<file path="src/rtl/sprite_line_renderer_if.sv">
// sprite_line_renderer_if: sprite attribute, pixel and glyph-ROM signals of the renderer
// slave: renderer side (takes line/sprite/pixel inputs and rom_data, drives rom_addr and pixel results)
// master: host/ROM side
interface sprite_line_renderer_if #(
  parameter int NUM_SPR = 4,
  parameter int ROW_W = 8,
  parameter int ROW_BITS = 4,
  parameter int CODE_W = 7,
  parameter int XY_W = 10
);
  localparam int IW = NUM_SPR > 1 ? $clog2(NUM_SPR) : 1;
  logic line_start;
  logic [XY_W-1:0] next_y;
  logic [NUM_SPR-1:0] spr_en;
  logic [NUM_SPR-1:0] spr_flip;
  logic [NUM_SPR*CODE_W-1:0] spr_code;
  logic [NUM_SPR*XY_W-1:0] spr_x;
  logic [NUM_SPR*XY_W-1:0] spr_y;
  logic [XY_W-1:0] draw_x;
  logic pixel_en;
  logic [CODE_W+ROW_BITS-1:0] rom_addr;
  logic [ROW_W-1:0] rom_data;
  logic pixel_on;
  logic [IW-1:0] pixel_id;
  logic fetch_busy;
  logic overrun;
  modport master (
    output line_start, next_y, spr_en, spr_flip, spr_code, spr_x, spr_y, draw_x, pixel_en, rom_data,
    input rom_addr, pixel_on, pixel_id, fetch_busy, overrun
  );
  modport slave (
    input line_start, next_y, spr_en, spr_flip, spr_code, spr_x, spr_y, draw_x, pixel_en, rom_data,
    output rom_addr, pixel_on, pixel_id, fetch_busy, overrun
  );
endinterface

</file>
<file path="src/rtl/sprite_line_renderer.sv">
// sprite_line_renderer: fetches one glyph row per sprite at line start, then renders prioritized sprite pixels
// clk/rst: clock, asynchronous active-high reset
// bus (slave): line_start/next_y/spr_* snapshot inputs, draw_x/pixel_en pixel query,
//   rom_addr/rom_data glyph ROM port, pixel_on/pixel_id registered result, fetch_busy/overrun status
module sprite_line_renderer #(
  parameter int NUM_SPR = 4,
  parameter int ROW_W = 8,
  parameter int ROW_BITS = 4,
  parameter int CODE_W = 7,
  parameter int XY_W = 10,
  parameter int SCALE = 1
) (
  input logic clk,
  input logic rst,
  sprite_line_renderer_if.slave bus
);
  localparam int IW = NUM_SPR > 1 ? $clog2(NUM_SPR) : 1;
  localparam int CW = $clog2(NUM_SPR + 1);
  typedef enum logic {IDLE, FETCH} state_t;
  state_t state_q, state_d;
  logic [CW-1:0] cnt_q;
  logic [XY_W-1:0] y_q;
  logic [NUM_SPR-1:0] en_q, flip_q;
  logic [NUM_SPR*CODE_W-1:0] code_q;
  logic [NUM_SPR*XY_W-1:0] x_q, sy_q;
  logic [ROW_W-1:0] buf_q [NUM_SPR];
  logic prev_hit_q, prev_flip_q;
  logic cur_hit, cur_flip;
  logic [XY_W-1:0] cur_row;
  logic [CODE_W-1:0] cur_code;
  logic [ROW_W-1:0] rev, row_data;
  logic [XY_W-1:0] col [NUM_SPR];
  logic [ROW_W-1:0] sh [NUM_SPR];
  logic [NUM_SPR-1:0] lit;
  logic [IW-1:0] win;
  logic show;
  always_comb begin
    cur_hit = 1'b0;
    cur_flip = 1'b0;
    cur_row = '0;
    cur_code = '0;
    for (int i = 0; i < NUM_SPR; i++)
      if (cnt_q == CW'(i)) begin
        cur_row = y_q - sy_q[i*XY_W +: XY_W];
        cur_hit = en_q[i] && cur_row[XY_W-1:ROW_BITS] == '0;
        cur_flip = flip_q[i];
        cur_code = code_q[i*CODE_W +: CODE_W];
      end
  end
  always_comb begin
    state_d = bus.line_start ? FETCH : (state_q == FETCH && cnt_q != CW'(NUM_SPR)) ? FETCH : IDLE;
    bus.fetch_busy = state_q == FETCH;
    bus.rom_addr = (state_q == FETCH && cur_hit) ? {cur_code, cur_row[ROW_BITS-1:0]} : '0;
  end
  // ROM data belongs to the channel addressed on the previous cycle
  always_comb begin
    rev = '0;
    for (int b = 0; b < ROW_W; b++) rev[b] = bus.rom_data[ROW_W-1-b];
    row_data = !prev_hit_q ? '0 : prev_flip_q ? rev : bus.rom_data;
  end
  always_ff @(posedge clk or posedge rst)
    if (rst) begin
      state_q <= IDLE;
      cnt_q <= '0;
      prev_hit_q <= 1'b0;
      prev_flip_q <= 1'b0;
      bus.overrun <= 1'b0;
      y_q <= '0;
      en_q <= '0;
      flip_q <= '0;
      code_q <= '0;
      x_q <= '0;
      sy_q <= '0;
      for (int i = 0; i < NUM_SPR; i++) buf_q[i] <= '0;
    end else begin
      state_q <= state_d;
      bus.overrun <= bus.line_start && state_q == FETCH;
      prev_hit_q <= cur_hit;
      prev_flip_q <= cur_flip;
      if (bus.line_start) begin
        cnt_q <= '0;
        y_q <= bus.next_y;
        en_q <= bus.spr_en;
        flip_q <= bus.spr_flip;
        code_q <= bus.spr_code;
        x_q <= bus.spr_x;
        sy_q <= bus.spr_y;
      end else if (state_q == FETCH) begin
        cnt_q <= state_d == FETCH ? cnt_q + 1'b1 : '0;
        for (int i = 0; i < NUM_SPR; i++)
          if (cnt_q == CW'(i + 1)) buf_q[i] <= row_data;
      end
    end
  always_comb begin
    lit = '0;
    win = '0;
    for (int i = 0; i < NUM_SPR; i++) begin
      col[i] = bus.draw_x - x_q[i*XY_W +: XY_W];
      sh[i] = buf_q[i] << (col[i] / XY_W'(SCALE));
      lit[i] = col[i] < XY_W'(ROW_W * SCALE) && sh[i][ROW_W-1];
    end
    for (int i = NUM_SPR - 1; i >= 0; i--)
      if (lit[i]) win = IW'(i);
    show = bus.pixel_en && state_q == IDLE && |lit;
  end
  always_ff @(posedge clk or posedge rst)
    if (rst) begin
      bus.pixel_on <= 1'b0;
      bus.pixel_id <= '0;
    end else begin
      bus.pixel_on <= show;
      bus.pixel_id <= show ? win : '0;
    end
endmodule

</file>
<file path="src/flat_wrapper.sv">
// flat-port wrapper written by rule: the top's interface ports become plain ports
module sprite_line_renderer_flat 
#(
  parameter int NUM_SPR = 4,
  parameter int ROW_W = 8,
  parameter int ROW_BITS = 4,
  parameter int CODE_W = 7,
  parameter int XY_W = 10,
  parameter int SCALE = 1
)
  (clk, rst, bus_line_start, bus_next_y, bus_spr_en, bus_spr_flip, bus_spr_code, bus_spr_x, bus_spr_y, bus_draw_x, bus_pixel_en, bus_rom_data, bus_rom_addr, bus_pixel_on, bus_pixel_id, bus_fetch_busy, bus_overrun);
  sprite_line_renderer_if #(.NUM_SPR(NUM_SPR), .ROW_W(ROW_W), .ROW_BITS(ROW_BITS), .CODE_W(CODE_W), .XY_W(XY_W)) bus_i ();
  input logic clk;
  input logic rst;
  input wire logic [$bits(bus_i.line_start)-1:0] bus_line_start;
  input wire logic [$bits(bus_i.next_y)-1:0] bus_next_y;
  input wire logic [$bits(bus_i.spr_en)-1:0] bus_spr_en;
  input wire logic [$bits(bus_i.spr_flip)-1:0] bus_spr_flip;
  input wire logic [$bits(bus_i.spr_code)-1:0] bus_spr_code;
  input wire logic [$bits(bus_i.spr_x)-1:0] bus_spr_x;
  input wire logic [$bits(bus_i.spr_y)-1:0] bus_spr_y;
  input wire logic [$bits(bus_i.draw_x)-1:0] bus_draw_x;
  input wire logic [$bits(bus_i.pixel_en)-1:0] bus_pixel_en;
  input wire logic [$bits(bus_i.rom_data)-1:0] bus_rom_data;
  output wire logic [$bits(bus_i.rom_addr)-1:0] bus_rom_addr;
  output wire logic [$bits(bus_i.pixel_on)-1:0] bus_pixel_on;
  output wire logic [$bits(bus_i.pixel_id)-1:0] bus_pixel_id;
  output wire logic [$bits(bus_i.fetch_busy)-1:0] bus_fetch_busy;
  output wire logic [$bits(bus_i.overrun)-1:0] bus_overrun;
  assign bus_i.line_start = bus_line_start;
  assign bus_i.next_y = bus_next_y;
  assign bus_i.spr_en = bus_spr_en;
  assign bus_i.spr_flip = bus_spr_flip;
  assign bus_i.spr_code = bus_spr_code;
  assign bus_i.spr_x = bus_spr_x;
  assign bus_i.spr_y = bus_spr_y;
  assign bus_i.draw_x = bus_draw_x;
  assign bus_i.pixel_en = bus_pixel_en;
  assign bus_i.rom_data = bus_rom_data;
  assign bus_rom_addr = bus_i.rom_addr;
  assign bus_pixel_on = bus_i.pixel_on;
  assign bus_pixel_id = bus_i.pixel_id;
  assign bus_fetch_busy = bus_i.fetch_busy;
  assign bus_overrun = bus_i.overrun;
  sprite_line_renderer #(.NUM_SPR(NUM_SPR), .ROW_W(ROW_W), .ROW_BITS(ROW_BITS), .CODE_W(CODE_W), .XY_W(XY_W), .SCALE(SCALE)) u_core (.clk(clk), .rst(rst), .bus(bus_i));
endmodule
</file>
<file path="config.mk">
export PLATFORM = sky130hd
export DESIGN_NAME = sprite_line_renderer_flat
export DESIGN_NICKNAME = d
export VERILOG_FILES = /design/src/rtl/sprite_line_renderer_if.sv /design/src/rtl/sprite_line_renderer.sv /design/src/flat_wrapper.sv
export SDC_FILE = /design/constraint.sdc
export NUM_CORES = 1
export LEC_CHECK = 0
export BUFFER_PORTS_ARGS = -buffer_cell sky130_fd_sc_hd__buf_2
export CORE_MARGIN = 1.5
export CORE_UTILIZATION = 58
export CTS_CLUSTER_SIZE = 14
export DETAILED_ROUTE_END_ITERATION = 6
export PLACE_DENSITY = 0.86
export SLEW_MARGIN = 20
export SYNTH_ARGS = -nofsm -noshare
export SYNTH_HDL_FRONTEND = slang
export SYNTH_SLANG_ARGS = --single-unit
</file>
<file path="constraint.sdc">
create_clock -name clk -period 7.4 [get_ports clk]
set_clock_uncertainty 0.05 [all_clocks]
set_input_delay 0.74 -clock clk [delete_from_list [all_inputs] [get_ports clk]]
set_output_delay 0.74 -clock clk [all_outputs]
set_load 0.03 [all_outputs]
</file>
==> results of run 1 <==
through the flow:
step           area (um2)  utilization (%)  hold slack [ns]  instances
6_report            12300             68.0            0.303       1495
5_1_grt             12300             68.0            0.347       1494
4_1_cts             12200             67.9            0.315       1494
3_5_place_dp        11600             64.6            0.416       1462
3_3_place_gp        11600             64.6            0.406       1462
2_1_floorplan       10700                -            0.395       1110
cell families (layout without fill, tap and decap cells):
| logic type | Yosys count | count (layout) | synth area share (%) |
|---|---|---|---|
| multiplexers | 87 | 87 | 9.95 |
| AND/OR/NAND/NOR | 301 | 301 | 13.2 |
| buffers and inverters | 129 | 284 | 4.68 |
| flip-flops | 168 | 168 | 39.4 |
| adder cells (fa/ha/maj) | 85 | 85 | 10.5 |
| other | 0 | 1 | 0 |
| AO/OA/AOI/OAI | 300 | 300 | 19.0 |
| XOR/XNOR | 40 | 40 | 3.28 |
cell type report:
class | instances | area [um2] | area share, %
diodes | 1 | 2.50 | 0.0204
clock buffers | 18 | 439 | 3.58
clock inverters | 14 | 161 | 1.32
inverters | 85 | 324 | 2.64
multi-input cells | 813 | 5980 | 48.8
flip-flops and latches | 168 | 4200 | 34.3
well taps | 229 | 287 | 2.34
repair buffers | 167 | 852 | 6.95
flip-flops by register name, summed over array words and instances (netlist names), 2 cells and up:
register / cells
u_core.sy_q: 40
u_core.x_q: 40
u_core.buf_q: 32
u_core.code_q: 28
u_core.y_q: 10
u_core.en_q: 4
u_core.flip_q: 4
u_core.cnt_q: 3
u_core.bus.pixel_id: 2
final timing paths:
path                       cells past startpoint  slack (ns)                      endpoint                         start
min in group clk                               2        0.43  u_core.buf_q[31]$_DFFE_PP0P_  u_core.buf_q[31]$_DFFE_PP0P_
max in group asynchronous                      3        5.84   u_core.sy_q[28]$_DFFE_PP0P_                           rst
min                                            2        0.30  u_core.code_q[2]$_DFFE_PP0P_                           rst
max                                            9        2.66              bus_rom_addr[10]     u_core.y_q[1]$_DFFE_PP0P_
max reg2reg                                    8        4.13   u_core.prev_hit_q$_DFF_PP0_     u_core.y_q[1]$_DFFE_PP0P_
min reg2reg                                    2        0.43  u_core.buf_q[31]$_DFFE_PP0P_  u_core.buf_q[31]$_DFFE_PP0P_
power by group:
part / total (W) / leakage, nW / switching, W / internal [W]
Clock: 0.000911 / 0.293 / 0.000421 / 0.000490
Sequential: 0.00108 / 2.08 / 0.0000706 / 0.00101
Combinational: 0.000922 / 3.27 / 0.000531 / 0.000391
Total: 0.00292 / 5.64 / 0.00102 / 0.00189
cells in the final DEF, fill, tap and decap left out, drive strengths merged, types with 5 or more instances in the layout:
cell | synthesis | routed
nand4 | 18 | 18
fa | 8 | 8
inv | 84 | 91
or2 | 6 | 6
xor2 | 20 | 20
mux2 | 73 | 73
o21ai | 129 | 129
mux4 | 8 | 8
nor2b | 12 | 12
nand2 | 145 | 145
a21oi | 35 | 35
nand3 | 15 | 15
a21o | 12 | 12
clkinv | 1 | 6
o2111ai | 9 | 9
and3 | 6 | 6
xnor2 | 20 | 20
mux2i | 6 | 6
or3 | 6 | 6
o211ai | 19 | 19
ha | 77 | 77
a221oi | 19 | 19
clkbuf | 41 | 18
a221o | 6 | 6
buf | 3 | 167
a22oi | 5 | 5
o21a | 13 | 13
nand2b | 13 | 13
nor3 | 20 | 20
o31ai | 5 | 5
nor2 | 43 | 43
dfrtp | 168 | 168
o311ai | 7 | 7
routing by layer:
layer	track usage (%)	share of wire [%]
met5	0	0
met2	48.5	48
met4	11.7	3.1
met3	5.35	6.5
met1	37.3	42
==> results by group, run 1 <==
Power
  • Final Power: 0.00292 W
  • Leakage power: 5.64 nW
  • Peak supply drop: 0.203 mV
  • PwrDens: 238 mW/mm2

Die
  • Starting Density: 59.2%
  • Die W: 139 um
  • DIE AREA: 0.0192 mm2
  • Core area: 0.0180 mm2
  • Site Rows: 49
  • I/O pins: 164
  • Die Y: 139 um

Timing
  • Fmax: 211 MHz
  • Max-slew violations: 0
  • Final worst slack: 2.66 ns
  • Hold Violations, Final: 0
  • Worst Max-Slew Pin Slew: 0.919 ns
  • Crit path time final: 4.74 ns
  • Setup violators final: 0
  • Setup repair after global routing missed its margin: false
  • Period utilization: 64.0%
  • Setup TNS: 0 ns
  • Slew margin rel.: 38.7%

Worst setup path
  • Worst setup EP type: output port
  • Worst Path Buf+Inv: 1
  • CP max-delay cell: a2111oi_0
  • Critical path data arrival time: 3.95 ns
  • CP peak stage delay: 0.71 ns
  • Critical path type: register to output port
  • Crit-path cells: ha_1 > nor2b_1 > o2111a_1 > o311ai_0 > o2111ai_1 > a2111oi_0 > nor3_4 > a221oi_1 > buf_2
  • Setup crit start kind: register
  • CP Max Fanout: 12
  • WP data required: 6.61 ns
  • Cell family with most CP delay: compound AO/OA/AOI/OAI gates

CTS
  • Clk_lat worst skew: 0.44 ns
  • CTS tree: built
  • H-Tree Depth: 4
  • CTS Buf Count: 17
  • Post-CTS Setup Inserts: 0
  • Clock Path Buffers: 2
  • Hold_buf cts: 0
  • CTS Sinks: 168
  • Root buffer cell: clkbuf_16
  • Cts repair resizes: 0
  • Reg clk slew, reported paths: 0.07 ns

Placement
  • Place WS: 3.20 ns
  • Port Buffers: 163
  • Post-DP HPWL: 20.6 mm
  • Final Wtd Congestion: 0.925

Routing
  • # DRC: 0
  • WL/cell: 18.4 um
  • Via/cell ratio: 6.01
  • 1st-iter DRT viols: 597
  • Final wirelength: 27.5 mm
  • Routed vias: 8,980
  • Antenna viol nets, final: 0
  • Drt pass-1 iters: 7

Yosys
  • Post-synth design cell area: 0.0107 mm2
  • Unique masters post-synth: 74
  • Async SR Flop Fraction: 100%
  • Most common cell in the netlist: dfrtp_1
  • Most frequent cells after synthesis: 168 x dfrtp_1, 145 x nand2_1, 127 x o21ai_0
  • Sequential share of the synthesized area: 39.4%
  • Post-synth top area share: 39.4%
  • Synth area leader: dfrtp_1
  • YS warnings: 0
  • Syn_nets: 1,343
  • Post-Syn Area per Cell: 9.62 um2
  • Largest cells by area after synthesis: dfrtp_1 39%, ha_1 9.0%, mux2_2 7.6%
  • Ys flop type: dfrtp_1
  • Seq cells post-synth: 168
  • Post-synth EDFFs: 0
  • Post-Synthesis Cells: 1,110

Min path
  • Hold Path Class: input pin to asynchronous set/reset pin

GRT
  • Initial antenna violation count: 0
  • Largest net degree at the start of global routing: 102
  • Total GRT Usage: 28.9%
  • First-pass GRT wire length: 44.4 mm
  • Gr ovfl total: 0
  • Vias in the first global route: 8,872

Layout
  • Layout cell share with drive strength beyond 1: 23.9%
  • Final nets: 1,485
  • Filler cells: 1,437
  • Synth-to-layout area growth: 14.8%

Job
  • Max-cap violations: 0

Status
  • Status: finished clean
(Power assumes the default switching activity.)
==> run 2, diff against run 1 <==
- clock period: 7.4 -> 4.7 ns (I/O delays scaled with it)
==> run 2 against run 1 <==
Net effect: cell area is 0.27% lower; utilization is 0.18 points lower; wire length is 1.2% lower; hold slack worse by 0.13 ns; die area stayed put; critical endpoint is now bus_rom_addr[0]; largest power group unchanged.
==> results by group, run 2 (same netlist as run 1, synthesis figures left out) <==
Die
  • Die Y: 139 um (unchanged)
  • Site Rows: 49 (unchanged)
  • Die W: 139 um (unchanged)
  • Starting Density: 59.2% (unchanged)
  • DIE AREA: 0.0192 mm2 (unchanged)
  • Core area: 0.0180 mm2 (unchanged)
  • I/O pins: 164 (unchanged)

Worst setup path
  • Cells on worst reg2reg path: 8 (unchanged)
  • RR Startpoint: u_core.y_q[1]$_DFFE_PP0P_
  • CP peak stage delay: 0.72 ns (about the same)
  • Setup crit start kind: register
  • FF-to-FF End: u_core.prev_hit_q$_DFF_PP0_
  • Critical path type: register to output port
  • Worst setup EP type: output port
  • Crit path launch: u_core.y_q[1]$_DFFE_PP0P_
  • CP Max Fanout: 12 (unchanged)
  • CP max-delay cell: a2111oi_0
  • Crit-path cells: ha_1 > nor2b_1 > o2111a_1 > o311ai_0 > o2111ai_1 > a2111oi_0 > nor3_4 > a221oi_1 > buf_2
  • Critical path data arrival time: 3.86 ns (-0.09 ns)
  • WP data required: 4.18 ns (-2.43 ns)
  • Reg2reg setup slack: 1.51 ns (-2.62 ns)

Routing
  • Antenna viol nets, final: 0 (unchanged)
  • WL/cell: 18.2 um (-1.2%)
  • 1st-iter DRT viols: 571 (-4.4%)
  • Top Metal Used: met4
  • # DRC: 0 (unchanged)
  • Routed vias: 9,064 (+0.94%)
  • Drt pass-1 iters: 5 (-2)
  • Met2 wire len: 13.3 mm (about the same)
  • Final wirelength: 27.2 mm (-1.2%)
  • Wire length on met3: 1.73 mm (-2.7%)
  • Metal-1 WL: 11.5 mm (-0.42%)
  • Via/cell ratio: 6.06 (+0.87%)

Placement
  • Port Buffers: 163 (unchanged)
  • Place WS: 0.778 ns (-2.42 ns)
  • Post-DP HPWL: 20.4 mm (-0.96%)
  • Dpl cell area: 0.0117 mm2 (+0.28%)
  • Final Wtd Congestion: 0.945 (+2.2%)

Layout
  • Regs by FF count: u_core.sy_q: 40 flops, u_core.x_q: 40 flops, u_core.buf_q: 32 flops
  • Final instance area: 0.0122 mm2 (-0.27%)
  • Layout cell share with drive strength beyond 1: 23.9% (+0.041 points)
  • Sequential standard cell area: 0.00420 mm2 (unchanged)
  • Commonest non-fill, non-tap cells in the layout: 168 x dfrtp_1, 162 x buf_2, 145 x nand2_1
  • Multi-input gate area in the final layout: 0.00598 mm2 (unchanged)
  • Final core utilization: 67.8% (-0.18 points)
  • Final nets: 1,487 (+0.13%)
  • Filler cells: 1,393 (-3.1%)
  • Commonest non-fill, non-tap cell in the layout: dfrtp_1
  • Antenna Cells: 0 (-1)
  • Synth-to-layout area growth: 14.5%

Timing
  • Hold Violations, Final: 0 (unchanged)
  • Max-slew violations: 0 (unchanged)
  • Setup TNS: 0 ns (unchanged)
  • Setup violators final: 0 (unchanged)
  • Fmax: 228 MHz
  • Slew margin rel.: 38.1% (-0.58 points)
  • Final worst slack: 0.316 ns (-2.35 ns)
  • Crit path time final: 4.38 ns
  • Setup repair after global routing missed its margin: false
  • Period utilization: 93.3%
  • Worst Max-Slew Pin Slew: 0.926 ns (+0.00673 ns)

CTS
  • CTS Buf Count: 17 (unchanged)
  • CTS tree: built
  • Cts repair resizes: 0 (unchanged)
  • Root buffer cell: clkbuf_16
  • Post-CTS Setup Inserts: 0 (unchanged)
  • Clk_lat worst skew: 0.44 ns (about the same)
  • CTS Sinks: 168 (unchanged)
  • Reg clk slew, reported paths: 0.07 ns (about the same)
  • Clock Path Buffers: 2 (unchanged)
  • H-Tree Depth: 4 (unchanged)
  • Hold_buf cts: 0 (unchanged)

GRT
  • Largest net degree at the start of global routing: 113 (+11%)
  • Vias in the first global route: 8,888 (+0.18%)
  • First-pass GRT wire length: 44.4 mm (-0.16%)
  • Initial antenna violation count: 0 (unchanged)
  • Gr ovfl total: 0 (unchanged)
  • Total GRT Usage: 28.7% (-0.21 points)

Job
  • Max-cap violations: 0 (unchanged)

Power
  • Peak supply drop: 0.288 mV (+42%)
  • Leakage power: 5.63 nW (-0.25%)
  • Final Power: 0.00449 W (+54%)
  • PwrDens: 367 mW/mm2 (+54%)

Min path
  • Hold Path Class: input pin to asynchronous set/reset pin

Status
  • Status: finished clean
[run 2: layout make-up]
cell class,instances,area share [%]
clock inverter,14,0.942
sequential,168,34.4
multi-input combinational,813,49.0
clock buffer,18,3.51
inverter,85,2.64
timing repair buffer,169,7.20
tap,229,2.34
[run 2: layer usage]
| metal | track usage, % | up-vias |
|---|---|---|
| met4 | 9.10 | 0 |
| met3 | 5.46 | 62 |
| met1 | 37.1 | 4347 |
| met5 | 0 | - |
| met2 | 49.1 | 347 |
| li1 | - | 4308 |
[run 2: worst max-delay path, delay by kind of cell (launching register included)]
kind | cells | cell delay (ns)
AOI/OAI and AO/OA | 5 | 1.81
adders and majority gates | 1 | 0.32
buffers and inverters | 1 | 0.27
DFF | 1 | 0.62
and+or+nand+nor | 2 | 0.42
[run 2: worst max path at each step]
stage,to,slack (ns)
floorplan,bus_rom_addr[0],0.89
global placement,bus_rom_addr[10],0.89
detailed placement,bus_rom_addr[0],0.78
CTS,bus_rom_addr[0],0.32
global route,bus_rom_addr[0],0.006
finish,bus_rom_addr[0],0.32
[run 2: where the power goes]
| group | switching [W] | leakage (nW) | internal [W] |
|---|---|---|---|
| Sequential | 0.000112 | 2.08 | 0.00160 |
| Clock | 0.000631 | 0.269 | 0.000690 |
| Combinational | 0.000840 | 3.28 | 0.000619 |
[run 2: through the flow]
stage | hold WS [ns] | std cells
floorplan | 0.395 | 1110
global placement | 0.406 | 1464
detailed placement | 0.419 | 1464
CTS | 0.184 | 1496
global route | 0.191 | 1496
finish | 0.169 | 1496
==> run 3, diff against run 2 <==
--- a/config.mk
+++ b/config.mk
@@ -9,6 +9,6 @@
 export CORE_MARGIN = 1.5
-export CORE_UTILIZATION = 58
+export CORE_UTILIZATION = 60
 export CTS_CLUSTER_SIZE = 14
 export DETAILED_ROUTE_END_ITERATION = 6
-export PLACE_DENSITY = 0.86
+export PLACE_DENSITY = 0.89
 export SLEW_MARGIN = 20
==> constraint.sdc (replaced) <==
create_clock -name clk -period 5.4 [get_ports clk]
set_clock_uncertainty 0.05 [all_clocks]
set_input_delay 1.08 -clock clk [delete_from_list [all_inputs] [get_ports clk]]
set_output_delay 1.08 -clock clk [all_outputs]
set_load 0.03 [all_outputs]
==> run 3 against run 2 <==
Net effect: die area down 3.3%; register-to-register slack improved by 0.58 ns; power decreased by 11%; count of clock-buffer cells in the layout shrank 1; global-route usage is 2.1 points higher; via count is 1.6% higher; non-clock buffer count decreased by 2; sequential power down 13%; hold slack gained 0.26 ns; flip-flop and latch count stayed put; worst setup slack got worse by 0.043 ns; critical path type unchanged; critical endpoint unchanged; largest power group unchanged.
==> results by group, run 3 (same netlist as run 1, synthesis figures left out) <==
Worst setup path
  • CP max-delay cell: a2111oi_0
  • Crit-path cells: ha_1 > inv_2 > a2111o_1 > a2111oi_0 > nand4_1 > a2111oi_0 > nor3_4 > a221oi_1 > buf_2
  • WP data required: 4.27 ns (+0.09 ns)
  • Critical path data arrival time: 4.00 ns (+0.14 ns)
  • CP Max Fanout: 12 (unchanged)
  • CP peak stage delay: 0.74 ns (+0.02 ns)
  • Worst setup EP type: output port
  • Critical path type: register to output port
  • Cell family with most CP delay: compound AO/OA/AOI/OAI gates
  • Worst Path Buf+Inv: 2 (+1)
  • Most Frequent Cell on Critical Path: a2111oi_0
  • Setup crit start kind: register

CTS
  • Post-CTS Setup Inserts: 0 (unchanged)
  • Reg clk slew, reported paths: 0.07 ns (about the same)
  • CTS Buf Count: 17 (unchanged)
  • Cts repair resizes: 0 (unchanged)
  • Clock Path Buffers: 2 (unchanged)
  • Hold_buf cts: 0 (unchanged)
  • Clk_lat worst skew: 0.44 ns (about the same)
  • H-Tree Depth: 4 (unchanged)
  • CTS tree: built
  • Root buffer cell: clkbuf_16
  • CTS Sinks: 168 (unchanged)

Power
  • Clock Power Share: 30.7% (+1.3 points)
  • Peak supply drop: 0.243 mV (-16%)
  • Leakage power: 5.63 nW (about the same)
  • Net Sw Frac: 35.3% (+0.087 points)
  • PwrDens: 326 mW/mm2 (-11%)
  • Power share of the combinational group: 31.9% (-0.6 points)
  • Final Power: 0.00399 W (-11%)
  • Int Pwr: 0.00258 W (-11%)
  • P_sw: 0.00141 W (-11%)
  • Flop pwr share: 37.4% (-0.7 points)

Die
  • Core area: 0.0174 mm2 (-3.7%)
  • DIE AREA: 0.0186 mm2 (-3.3%)
  • Starting Density: 61.5% (+2.3 points)
  • I/O pins: 164 (unchanged)
  • Site Rows: 48 (-2.0%)
  • Die Y: 136 um (-1.6%)
  • Die W: 136 um (-1.6%)

Timing
  • Hold Violations, Final: 0 (unchanged)
  • Worst Max-Slew Pin Slew: 0.885 ns (-0.0409 ns)
  • Setup TNS: 0 ns (unchanged)
  • Crit path time final: 5.13 ns
  • Max-slew violations: 0 (unchanged)
  • Final worst slack: 0.272 ns (-0.0435 ns)
  • Fmax: 195 MHz
  • Setup repair after global routing missed its margin: false
  • Worst hold margin: 0.433 ns (+0.263 ns)
  • Setup violators final: 0 (unchanged)
  • Period utilization: 95.0%
  • Slew margin rel.: 41.0% (+2.9 points)

Placement
  • Port Buffers: 163 (unchanged)
  • Placed insts: 1,458 (-0.41%)
  • Post-DP HPWL: 20.4 mm (-0.28%)
  • Final Wtd Congestion: 0.906 (-4.1%)
  • Place WS: 0.767 ns (-0.0116 ns)

Layout
  • Regs by FF count: u_core.sy_q: 40 flops, u_core.x_q: 40 flops, u_core.buf_q: 32 flops
  • Final nets: 1,485 (-0.13%)
  • Non-filler instance count after layout: 1,490 (-0.40%)
  • Filler cells: 1,284 (-7.8%)
  • Commonest non-fill, non-tap cell in the layout: dfrtp_1
  • Commonest non-fill, non-tap cells in the layout: 168 x dfrtp_1, 162 x buf_2, 145 x nand2_1
  • Antenna Cells: 0 (unchanged)
  • Synth-to-layout area growth: 14.6%
  • Layout cell share with drive strength beyond 1: 23.9% (-0.041 points)

Routing
  • WL/cell: 18.7 um (+2.6%)
  • # DRC: 0 (unchanged)
  • Antenna viol nets, final: 0 (unchanged)
  • 1st-iter DRT viols: 709 (+24%)
  • Via/cell ratio: 6.18 (+2.0%)
  • Routed vias: 9,205 (+1.6%)
  • Drt pass-1 iters: 5 (unchanged)
  • Final wirelength: 27.8 mm (+2.2%)

GRT
  • Largest net degree at the start of global routing: 169 (+50%)
  • Vias in the first global route: 8,909 (+0.24%)
  • Initial antenna violation count: 0 (unchanged)
  • Gr ovfl total: 0 (unchanged)
  • Total GRT Usage: 30.9% (+2.1 points)
  • First-pass GRT wire length: 44.4 mm (about the same)

Status
  • Status: finished clean

Job
  • Max-cap violations: 0 (unchanged)

Min path
  • Hold Path Class: register to register
run 3: cell count changes in the layout (fill, tap and decap cells not counted), sizes merged:
cell      change
clkbuf        -1
clkinv        -4
bufinv        +1
buf           -2
clkinvlp      +2
inv           +2
run 3: worst min-delay path, stage by stage, from the launching register on:
cell and delay (ns):
dfrtp_1 0.35, nand2_1 0.05, o21ai_0 0.06
run 3: final cells by class:
class	count	area, um2	area share, %
inverter	85	323	2.64
clock inverter	15	156	1.28
timing repair buffer	167	865	7.06
multi-input combinational	813	5980	48.9
tap	225	282	2.30
clock buffer	17	425	3.48
sequential	168	4200	34.4
run 3: final timing paths:
| path | startpoint | to | slack [ns] | cells after the start |
|---|---|---|---|---|
| hold reg to reg | u_core.buf_q[3]$_DFFE_PP0P_ | u_core.buf_q[3]$_DFFE_PP0P_ | 0.43 | 2 |
| setup / recovery | u_core.y_q[5]$_DFFE_PP0P_ | bus_rom_addr[0] | 0.27 | 9 |
| hold / removal | u_core.buf_q[3]$_DFFE_PP0P_ | u_core.buf_q[3]$_DFFE_PP0P_ | 0.43 | 2 |
| min in group asynchronous | rst | u_core.code_q[23]$_DFFE_PP0P_ | 0.85 | 3 |
| setup reg to reg | u_core.y_q[5]$_DFFE_PP0P_ | u_core.prev_hit_q$_DFF_PP0_ | 2.09 | 8 |
| max in group asynchronous | rst | u_core.x_q[13]$_DFFE_PP0P_ | 3.82 | 3 |
run 3: power by group through the flow:
stage / clock network, W / logic, W / registers (W)
6_report: 0.00123 / 0.00127 / 0.00149
5_1_grt: 0.00129 / 0.00140 / 0.00150
4_1_cts: 0.00123 / 0.00126 / 0.00149
3_5_place_dp: 0 / 0.00124 / 0.00151
3_3_place_gp: 0 / 0.00121 / 0.00150
2_1_floorplan: 0 / 0.000953 / 0.00147
run 3: metal layers:
layer / vias up / share of wire, % / wire [um] / GRT usage, %
met2: 385 / 49 / 13600 / 52.1
li1: 4303 / - / - / -
met3: 66 / 6.1 / 1710 / 5.52
met1: 4451 / 42 / 11600 / 39.4
met5: - / 0 / 0 / 0
met4: 0 / 3.1 / 859 / 12.1
run 3: stage by stage:
| step | utilization, % | area (um2) |
|---|---|---|
| 2_1_floorplan | - | 10700 |
| 3_3_place_gp | 67.1 | 11600 |
| 5_1_grt | 70.5 | 12200 |
| 6_report | 70.5 | 12200 |
| 3_5_place_dp | 67.2 | 11700 |
| 4_1_cts | 70.5 | 12200 |
